==> config.mk <==
export PLATFORM = sky130hd
export DESIGN_NAME = j1_io_fabric
export DESIGN_NICKNAME = d
export VERILOG_FILES = /design/src/rtl/j1_io_fabric.sv
export SDC_FILE = /design/constraint.sdc
export NUM_CORES = 1
export LEC_CHECK = 0
export CAP_MARGIN = 5
export CORE_MARGIN = 1.5
export CORE_UTILIZATION = 43
export CTS_BUF_LIST = sky130_fd_sc_hd__clkbuf_8
export DETAILED_ROUTE_END_ITERATION = 8
export HOLD_SLACK_MARGIN = 0.06
export PLACE_DENSITY = 0.75
export SLEW_MARGIN = 25
export SYNTH_ARGS = -nofsm -noshare
export SYNTH_HDL_FRONTEND = slang
export SYNTH_SLANG_ARGS = --single-unit
export TNS_END_PERCENT = 50
==> constraint.sdc <==
create_clock -name sys_clk_i -period 2.44 [get_ports sys_clk_i]
set_input_delay 0.488 -clock sys_clk_i [delete_from_list [all_inputs] [get_ports sys_clk_i]]
set_output_delay 0.488 -clock sys_clk_i [all_outputs]
set_load 0.005 [all_outputs]
==> src/rtl/j1_io_fabric.sv <==
// J1 I/O interconnect: page decode to NSLOTS peripherals with ready/timeout handshake,
// registered read mux, and an internal status page (sticky errors, access counter).
module j1_io_fabric #(
  parameter int unsigned    NSLOTS       = 4,
  parameter int unsigned    DW           = 16,
  parameter int unsigned    SUB_AW       = 4,
  parameter logic [7:0]     BASE_PAGE    = 8'h67,
  parameter logic [7:0]     FABRIC_PAGE  = 8'hFF,
  parameter int unsigned    TIMEOUT      = 15,
  parameter logic [DW-1:0]  DEFAULT_DATA = DW'(16'h0666)
) (
  input  logic                 sys_clk_i,
  input  logic                 sys_rst_i,
  input  logic [15:0]          m_addr,
  input  logic                 m_rd,
  input  logic                 m_wr,
  input  logic [DW-1:0]        m_dout,
  output logic [DW-1:0]        m_din,
  output logic                 m_stall,
  output logic [NSLOTS-1:0]    s_cs,
  output logic [SUB_AW-1:0]    s_addr,
  output logic                 s_rd,
  output logic                 s_wr,
  output logic [DW-1:0]        s_din,
  input  logic [NSLOTS*DW-1:0] s_dout,
  input  logic [NSLOTS-1:0]    s_ready,
  output logic                 irq_err
);

  typedef enum logic [1:0] {IDLE, ACCESS, DONE} state_t;

  state_t            state, state_nxt;
  logic [3:0]        slot;
  logic [7:0]        cnt;
  logic              is_wr;
  logic              count_en;
  logic [15:0]       acc_count;
  logic [3:0]        err_slot, err_slot_nxt;
  logic [1:0]        err_bits, err_bits_nxt;
  logic [15:0]       err_word;

  logic [7:0]        page, diff;
  logic [SUB_AW-1:0] idx;
  logic              req, is_fab, is_hit, timeout_hit;
  logic [DW-1:0]     rdata;
  logic              ready_sel;
  logic [NSLOTS-1:0] cs_vec;
  logic              unused_addr;

  assign page        = m_addr[15:8];
  assign diff        = page - BASE_PAGE;
  assign idx         = m_addr[SUB_AW-1:0];
  assign req         = m_rd | m_wr;
  assign is_fab      = (page == FABRIC_PAGE);
  assign is_hit      = !is_fab && (32'(diff) < NSLOTS);
  assign err_word    = {8'h00, err_slot, 2'b00, err_bits};
  assign unused_addr = ^m_addr[7:SUB_AW];

  // Slot-indexed views of the slave buses, selected by the latched slot field.
  always_comb begin
    rdata     = '0;
    ready_sel = 1'b0;
    cs_vec    = '0;
    for (int unsigned k = 0; k < NSLOTS; k++) begin
      if (slot == 4'(k)) begin
        rdata     = s_dout[k*DW +: DW];
        ready_sel = s_ready[k];
        cs_vec[k] = 1'b1;
      end
    end
  end

  assign timeout_hit = (state == ACCESS) && !ready_sel && (cnt == 8'(TIMEOUT - 1));

  always_ff @(posedge sys_clk_i or posedge sys_rst_i) begin
    if (sys_rst_i) state <= IDLE;
    else           state <= state_nxt;
  end

  always_comb begin
    state_nxt = state;
    case (state)
      IDLE:    if (req) state_nxt = is_hit ? ACCESS : DONE;
      ACCESS:  if (ready_sel || timeout_hit) state_nxt = DONE;
      DONE:    state_nxt = IDLE;
      default: state_nxt = IDLE;
    endcase
  end

  always_comb begin
    s_cs    = (state == ACCESS) ? cs_vec : '0;
    s_rd    = (state == ACCESS) && (cnt == 8'd0) && !is_wr;
    s_wr    = (state == ACCESS) && (cnt == 8'd0) && is_wr;
    m_stall = ((state == IDLE) && req) || (state == ACCESS);
  end

  // Read-clear is applied first so an error raised in the same cycle is kept.
  always_comb begin
    err_slot_nxt = err_slot;
    err_bits_nxt = err_bits;
    if ((state == IDLE) && req && is_fab && !m_wr && (idx == SUB_AW'(0))) begin
      err_slot_nxt = 4'h0;
      err_bits_nxt = 2'b00;
    end
    if ((state == IDLE) && req && !is_fab && !is_hit) begin
      err_slot_nxt = 4'hF;
      err_bits_nxt = err_bits_nxt | 2'b10;
    end
    if (timeout_hit) begin
      err_slot_nxt = slot;
      err_bits_nxt = err_bits_nxt | 2'b01;
    end
  end

  always_ff @(posedge sys_clk_i or posedge sys_rst_i) begin
    if (sys_rst_i) begin
      m_din     <= '0;
      s_addr    <= '0;
      s_din     <= '0;
      slot      <= '0;
      cnt       <= '0;
      is_wr     <= 1'b0;
      count_en  <= 1'b0;
      acc_count <= '0;
      err_slot  <= '0;
      err_bits  <= '0;
      irq_err   <= 1'b0;
    end else begin
      err_slot <= err_slot_nxt;
      err_bits <= err_bits_nxt;
      irq_err  <= |err_bits_nxt;
      case (state)
        IDLE: if (req) begin
          is_wr    <= m_wr;
          count_en <= 1'b1;
          if (is_fab) begin
            if (m_wr) begin
              m_din <= DEFAULT_DATA;
              if (idx == SUB_AW'(1)) begin
                acc_count <= 16'(m_dout);
                count_en  <= 1'b0;
              end
            end else if (idx == SUB_AW'(0)) begin
              m_din <= DW'(err_word);
            end else if (idx == SUB_AW'(1)) begin
              m_din <= DW'(acc_count);
            end else begin
              m_din <= DEFAULT_DATA;
            end
          end else if (is_hit) begin
            slot   <= diff[3:0];
            s_addr <= idx;
            s_din  <= m_dout;
            cnt    <= '0;
          end else begin
            m_din <= DEFAULT_DATA;
          end
        end
        ACCESS: begin
          if (ready_sel)        m_din <= is_wr ? DEFAULT_DATA : rdata;
          else if (timeout_hit) m_din <= DEFAULT_DATA;
          else                  cnt   <= cnt + 8'd1;
        end
        DONE: if (count_en) acc_count <= acc_count + 16'd1;
        default: ;
      endcase
    end
  end

endmodule

# Word-level counts from Yosys, hierarchy flattened
# Index checks and enable logic that the tools add are counted.
# W data, S select, Z words.
[classes]
addsub = 3
multipliers = 0
div_mod_pow = 0
order_cmp = 1
eq_ne = 20
shifts = 0
mux = 48
bitwise_logic = 2
n_reduce_logical = 33
[ops]
columns = ["op", "count"]
rows = [
  ["$mux W16", 18],
  ["$pmux W16 S2", 2],
  ["$mux W8", 5],
  ["$add A16 B1 Y16 const B", 1],
  ["$mux W4", 4],
  ["$ne A2 B2 Y1 const B", 8],
  ["$pmux W8 S2", 1],
  ["$logic_and A1 B1 Y1", 12],
  ["$mux W1", 12],
  ["$reduce_and A6 Y1", 2],
  ["$mux W2", 5],
  ["$add A8 B1 Y8 const B", 1],
  ["$eq A4 B1 Y1 const B", 2],
  ["$eq A4 B2 Y1 const B", 2],
  ["$eq A8 B4 Y1 const B", 1],
  ["$eq A8 B8 Y1 const B", 1],
  ["$logic_not A4 Y1", 2],
  ["$logic_not A8 Y1", 1],
  ["$lt A8 B3 Y1 const B", 1],
  ["$reduce_and A4 Y1", 2],
  ["$sub A8 B7 Y8 const B", 1],
  ["$ne A3 B3 Y1 const B", 2],
  ["$logic_not A1 Y1", 5],
  ["$ne A2 B1 Y1 const B", 2],
  ["11 further kinds", 14],
]
[totals]
reg_bits = 75
latch_bits = 0
ramBits = 0
mem_bits_ro = 0
inputBits = 104
output_inout_bits = 44
elab_cells = 119
memories = 0

# Longest topological paths before layout
[depth]
ltp_word = 11
ltp_mapped = 8
ltp_nobuf = 6

# Least setup slack after synthesis
# Ideal clock, no wire load.
[synth_path]
path_kind = "input to register"
from = "input port m_addr[1]"
to = "register m_din[5]"
setup_ns = 0.125
t_arrival_ns = 2.094
required_time_ns = 2.315
setup_slack_ns = 0.221
cell_stages = 6
n_path_buf = 1
cell_sequence = "or4_4 -> or4_4 -> buf_6 -> a211oi_2 -> a21oi_1 -> mux2_4"
[synth_between]
elab_chain_len = 7
word_cells_on_any_way = 8
classes_between = "eq/ne: 1; mux: 6; reduce/logical: 1"
[synth_rtl]
columns = ["element", "line", "text"]
rows = [
  ["start: declaration", "14", "input logic [15:0] m_addr,"],
  ["$eq A4 B1 Y1", "145", "end else if (idx == SUB_AW'(1)) begin"],
  ["$mux W16", "145", ""],
  ["$mux W16 *", "143", "end else if (idx == SUB_AW'(0)) begin"],
  ["$mux W16 *", "137", "if (m_wr) begin"],
  ["$mux W16 *", "136", "if (is_fab) begin"],
  ["$mux W16 *", "133", "IDLE: if (req) begin"],
  ["$pmux W16 S2 *", "132", "case (state)"],
  ["end signal: assignment", "144", "m_din <= DW'(err_word);"],
  ["end signal: assignment", "146", "m_din <= DW'(acc_count);"],
  ["end signal: assignment", "160", "if (ready_sel) m_din <= is_wr ? DEFAULT_DATA : rdata;"],
  ["end: declaration", "18", "output logic [DW-1:0] m_din,"],
]
# Mark *: on every way between the ends. The rest lies on a longest branch, timed or not. The select of a mux whose other input is x is not followed.
# A chain may end at the register's enable or synchronous reset.

# Worst setup path after layout
[layout_path]
from = "register slot[2]"
to = "output port s_cs[1]"
[layout_between]
elab_chain_len = 3
[layout_rtl]
columns = ["element", "line", "text"]
rows = [
  ["start: declaration", "33", "logic [3:0] slot;"],
  ["start signal: assignment", "151", "slot <= diff[3:0];"],
  ["$eq A4 B1 Y1", "65", "if (slot == 4'(k)) begin"],
  ["$mux W1", "65", ""],
  ["$mux W4", "91", "s_cs = (state == ACCESS) ? cs_vec : '0;"],
  ["end: declaration", "20", "output logic [NSLOTS-1:0] s_cs,"],
]
# No other way between the ends.

==> run metrics <==
hold path depth=1; Worst Hold End=err_bits[0]; # DRC=0; Clock Skews=0.006888 ns; Yosys warnings=0; Final Critical Period=2.401 ns; Non-Filler Instances=726; min-delay src=err_bits[0]; TNS Setup=0 ns; reg-to-reg slack, setup=0.21 ns; post-synth net total=537; Post-Syn Area=4360 µm²; Pre-antenna DRT Iters=4; core footprint=9819 µm²; clk_lat worst skew=0.35 ns; multiplexer share of the synthesized area=18.05%; grt ovf=0; metal2 WL=6.140 mm; final setup violation count=0; final slew viol count=0; Die X=103.7 µm; met3 WL post-DR=1.041 mm; crit end category=output pin; HP Class=flip-flop to flip-flop; initial antenna violation count=0; final instance area=6371 µm²; Distinct cells, synth=57; worst r2r dst=m_din[11]; WP data required=1.95 ns; Pwr Density=558.6 nW/µm²; num ports=148; # diodes=0; Yosys reg bits=75; Starting Density=44.41%; Slew @ Worst Pin=0.6009 ns; sequential area share after synthesis=43.04%; drt via density=5.643; CTS tree=yes; Final Hold Vio Count=0; Post-DRT Antenna Nets=0; DRT Wirelength=13.13 mm; number of cell rows=36; Static Leakage=0.002727 µW; hpwl dp=10.02 mm; Synth Area in Adders=1.435%; CP Class=flip-flop to output pin; Final nets=697; CTS Buf Count=9; root buf cell=clkbuf_8; first-pass GRT wire length=21.42 mm; Vias=4097; startpoint types=flip-flop; H-tree depth=3; DP Cell Count=708; number of flops mapped to enable cells by yosys=0; status=finished, final reports clean; reg2reg path depth=6; Max-slew headroom=59.76%; Arrival @ worst endpoint=1.91 ns; uppermost routed layer=met4; Port Buffers=143; RR Startpoint=slot[2]; post-synthesis xor/xnor area fraction=0%; post-synthesis simple-gate area fraction=15.93%; initial DRC count=229; Die ar.=10750 µm²; Layout area overhead=46.11%; asr flop ratio synth=100.0%; Post-Route M1 WL=5.559 mm; Post-DP Area=6127 µm²; final core occ=64.88%; largest net degree at the start of global routing=42; Main synth FF type=dfrtp_1; FMAX=416.4 MHz; clk buf depth=2; VDD IR max=0.0003665 V; layout cells sized above 1=18.55%; Compound-Gate Fraction of Synth Area=17.93%; number of clock sinks=75; DR WL/cell=18.09 µm; number of global-route vias before repair=4208; total power=3559 µW; largest family of logic cells by synthesized area=multiplexers; final worst path period share=98.42%; GP Congestion=0.8791; average cell area after synthesis=10.19 µm²; DIE HEIGHT=103.7 µm; Cells after Synth=428; Reg clk slew, reported paths=0.08 ns; RSZ-0062 raised after global routing=yes; GRT Overall Usage=24.90%; crit path max fanout=7; Max-Cap Viols=0; Post-CTS Hold Buffers=0
## logic make-up (layout without fill, tap and decap cells)
logic type,Yosys count,count (layout)
and+or+nand+nor,130,130
buffers and inverters,37,202
AOI/OAI and AO/OA,117,117
DFF,75,75
adders and majority gates,5,5
muxes,64,64
## where the power goes
group          switching, µW  internal (µW)  total (µW)
sequential               213           1410        1620
combinational            488            597        1080
clock                    444            411         855
## placed cells by master, fill, tap and decap left out, types with 3 or more instances in the layout
master,instances
clkdlybuf4s50_1,138
dfrtp_1,73
a21oi_1,40
nand2_1,39
mux2_2,33
buf_4,30
mux2i_1,22
nor2_1,14
o21ai_0,14
nand3_1,12
clkbuf_8,11
and2_1,10
inv_1,10
o22ai_1,10
a22o_1,9
nor3_1,8
mux4_2,8
nand4_1,8
a211oi_1,8
nand2b_1,8
and3_1,5
o2bb2ai_1,5
ha_1,5
a221o_1,4
a2bb2oi_1,4
buf_12,4
a22oi_1,3
or3_1,3
dlymetal6s2s_1,3
## worst max path at each step
stage / start / endpoint / slack [ns] / cells past startpoint
after floorplan: sys_rst_i / acc_count[0] / 0.04 / 1
after CTS: cnt[4] / s_wr / 0.004 / 4
final: slot[2] / s_cs[1] / 0.04 / 3
after detailed placement: m_addr[1] / m_din[2] / -0.27 / 6
after global routing: slot[2] / s_cs[1] / -0.03 / 3
after global placement: m_addr[1] / m_din[5] / -0.24 / 6
## critical path: stages (launching register included)
cell and delay, ns:
dfrtp_2 0.47, or3_4 0.40, nor3_1 0.17, clkdlybuf4s50_1 0.53
## Yosys cell counts, drive strengths merged, types with 4 or more instances
cell type,number,area share [%]
o2bb2ai,5,1.0
mux2i,22,5.1
nand3,12,1.4
mux2,34,8.9
a2bb2oi,4,0.80
a211oi,9,1.7
o21ai,14,1.6
a221o,4,0.92
nand2b,8,1.1
nor2,15,1.7
buf,8,1.1
nand4,8,1.1
dfrtp,75,43
nand2,40,3.4
a22o,9,1.8
and3,5,0.72
clkbuf,20,1.7
mux4,8,4.1
or3,4,0.57
and2,11,1.6
a21oi,40,4.6
o22ai,10,1.4
inv,9,0.77
nor3,11,1.3
ha,5,1.4
## metal layers
layer | vias to the layer above | GRT usage, %
li1 | 1923 | -
met1 | 1985 | 31.74
met2 | 165 | 40.57
met3 | 24 | 6.042
met4 | 0 | 10.42
met5 | - | 0
## through the flow
stage	hold WS [ns]	worst slack, ns
2_1_floorplan	0.4659	0.04203
3_3_place_gp	0.4783	-0.2392
3_5_place_dp	0.4889	-0.2725
4_1_cts	0.5059	0.004288
5_1_grt	0.5221	-0.02811
6_report	0.5079	0.03860
## state kept, by name, indices dropped and copies added, names as in the netlist
name	count
acc_count	16
err_bits	2
state	2
count_en	1
s_addr	4
is_wr	1
slot	4
s_din	16
err_slot	4
cnt	8
m_din	16
irq_err	1
## repair_timing
item                                    4_1_cts  5_1_grt
resized for setup                            11        7
buffers inserted                              1        1
endpoints found under the setup margin        6        4
pin swaps                                     2        2
## final cells by class
type	instances	area, µm²
timing repair buffer	177	1742
multi-input combinational	316	2377
sequential	75	1879
tap	133	166.4
clock buffer	11	151.4
clock inverter	5	21.27
inverter	9	33.78
fill	856	3448
(Power assumes the default switching activity.)
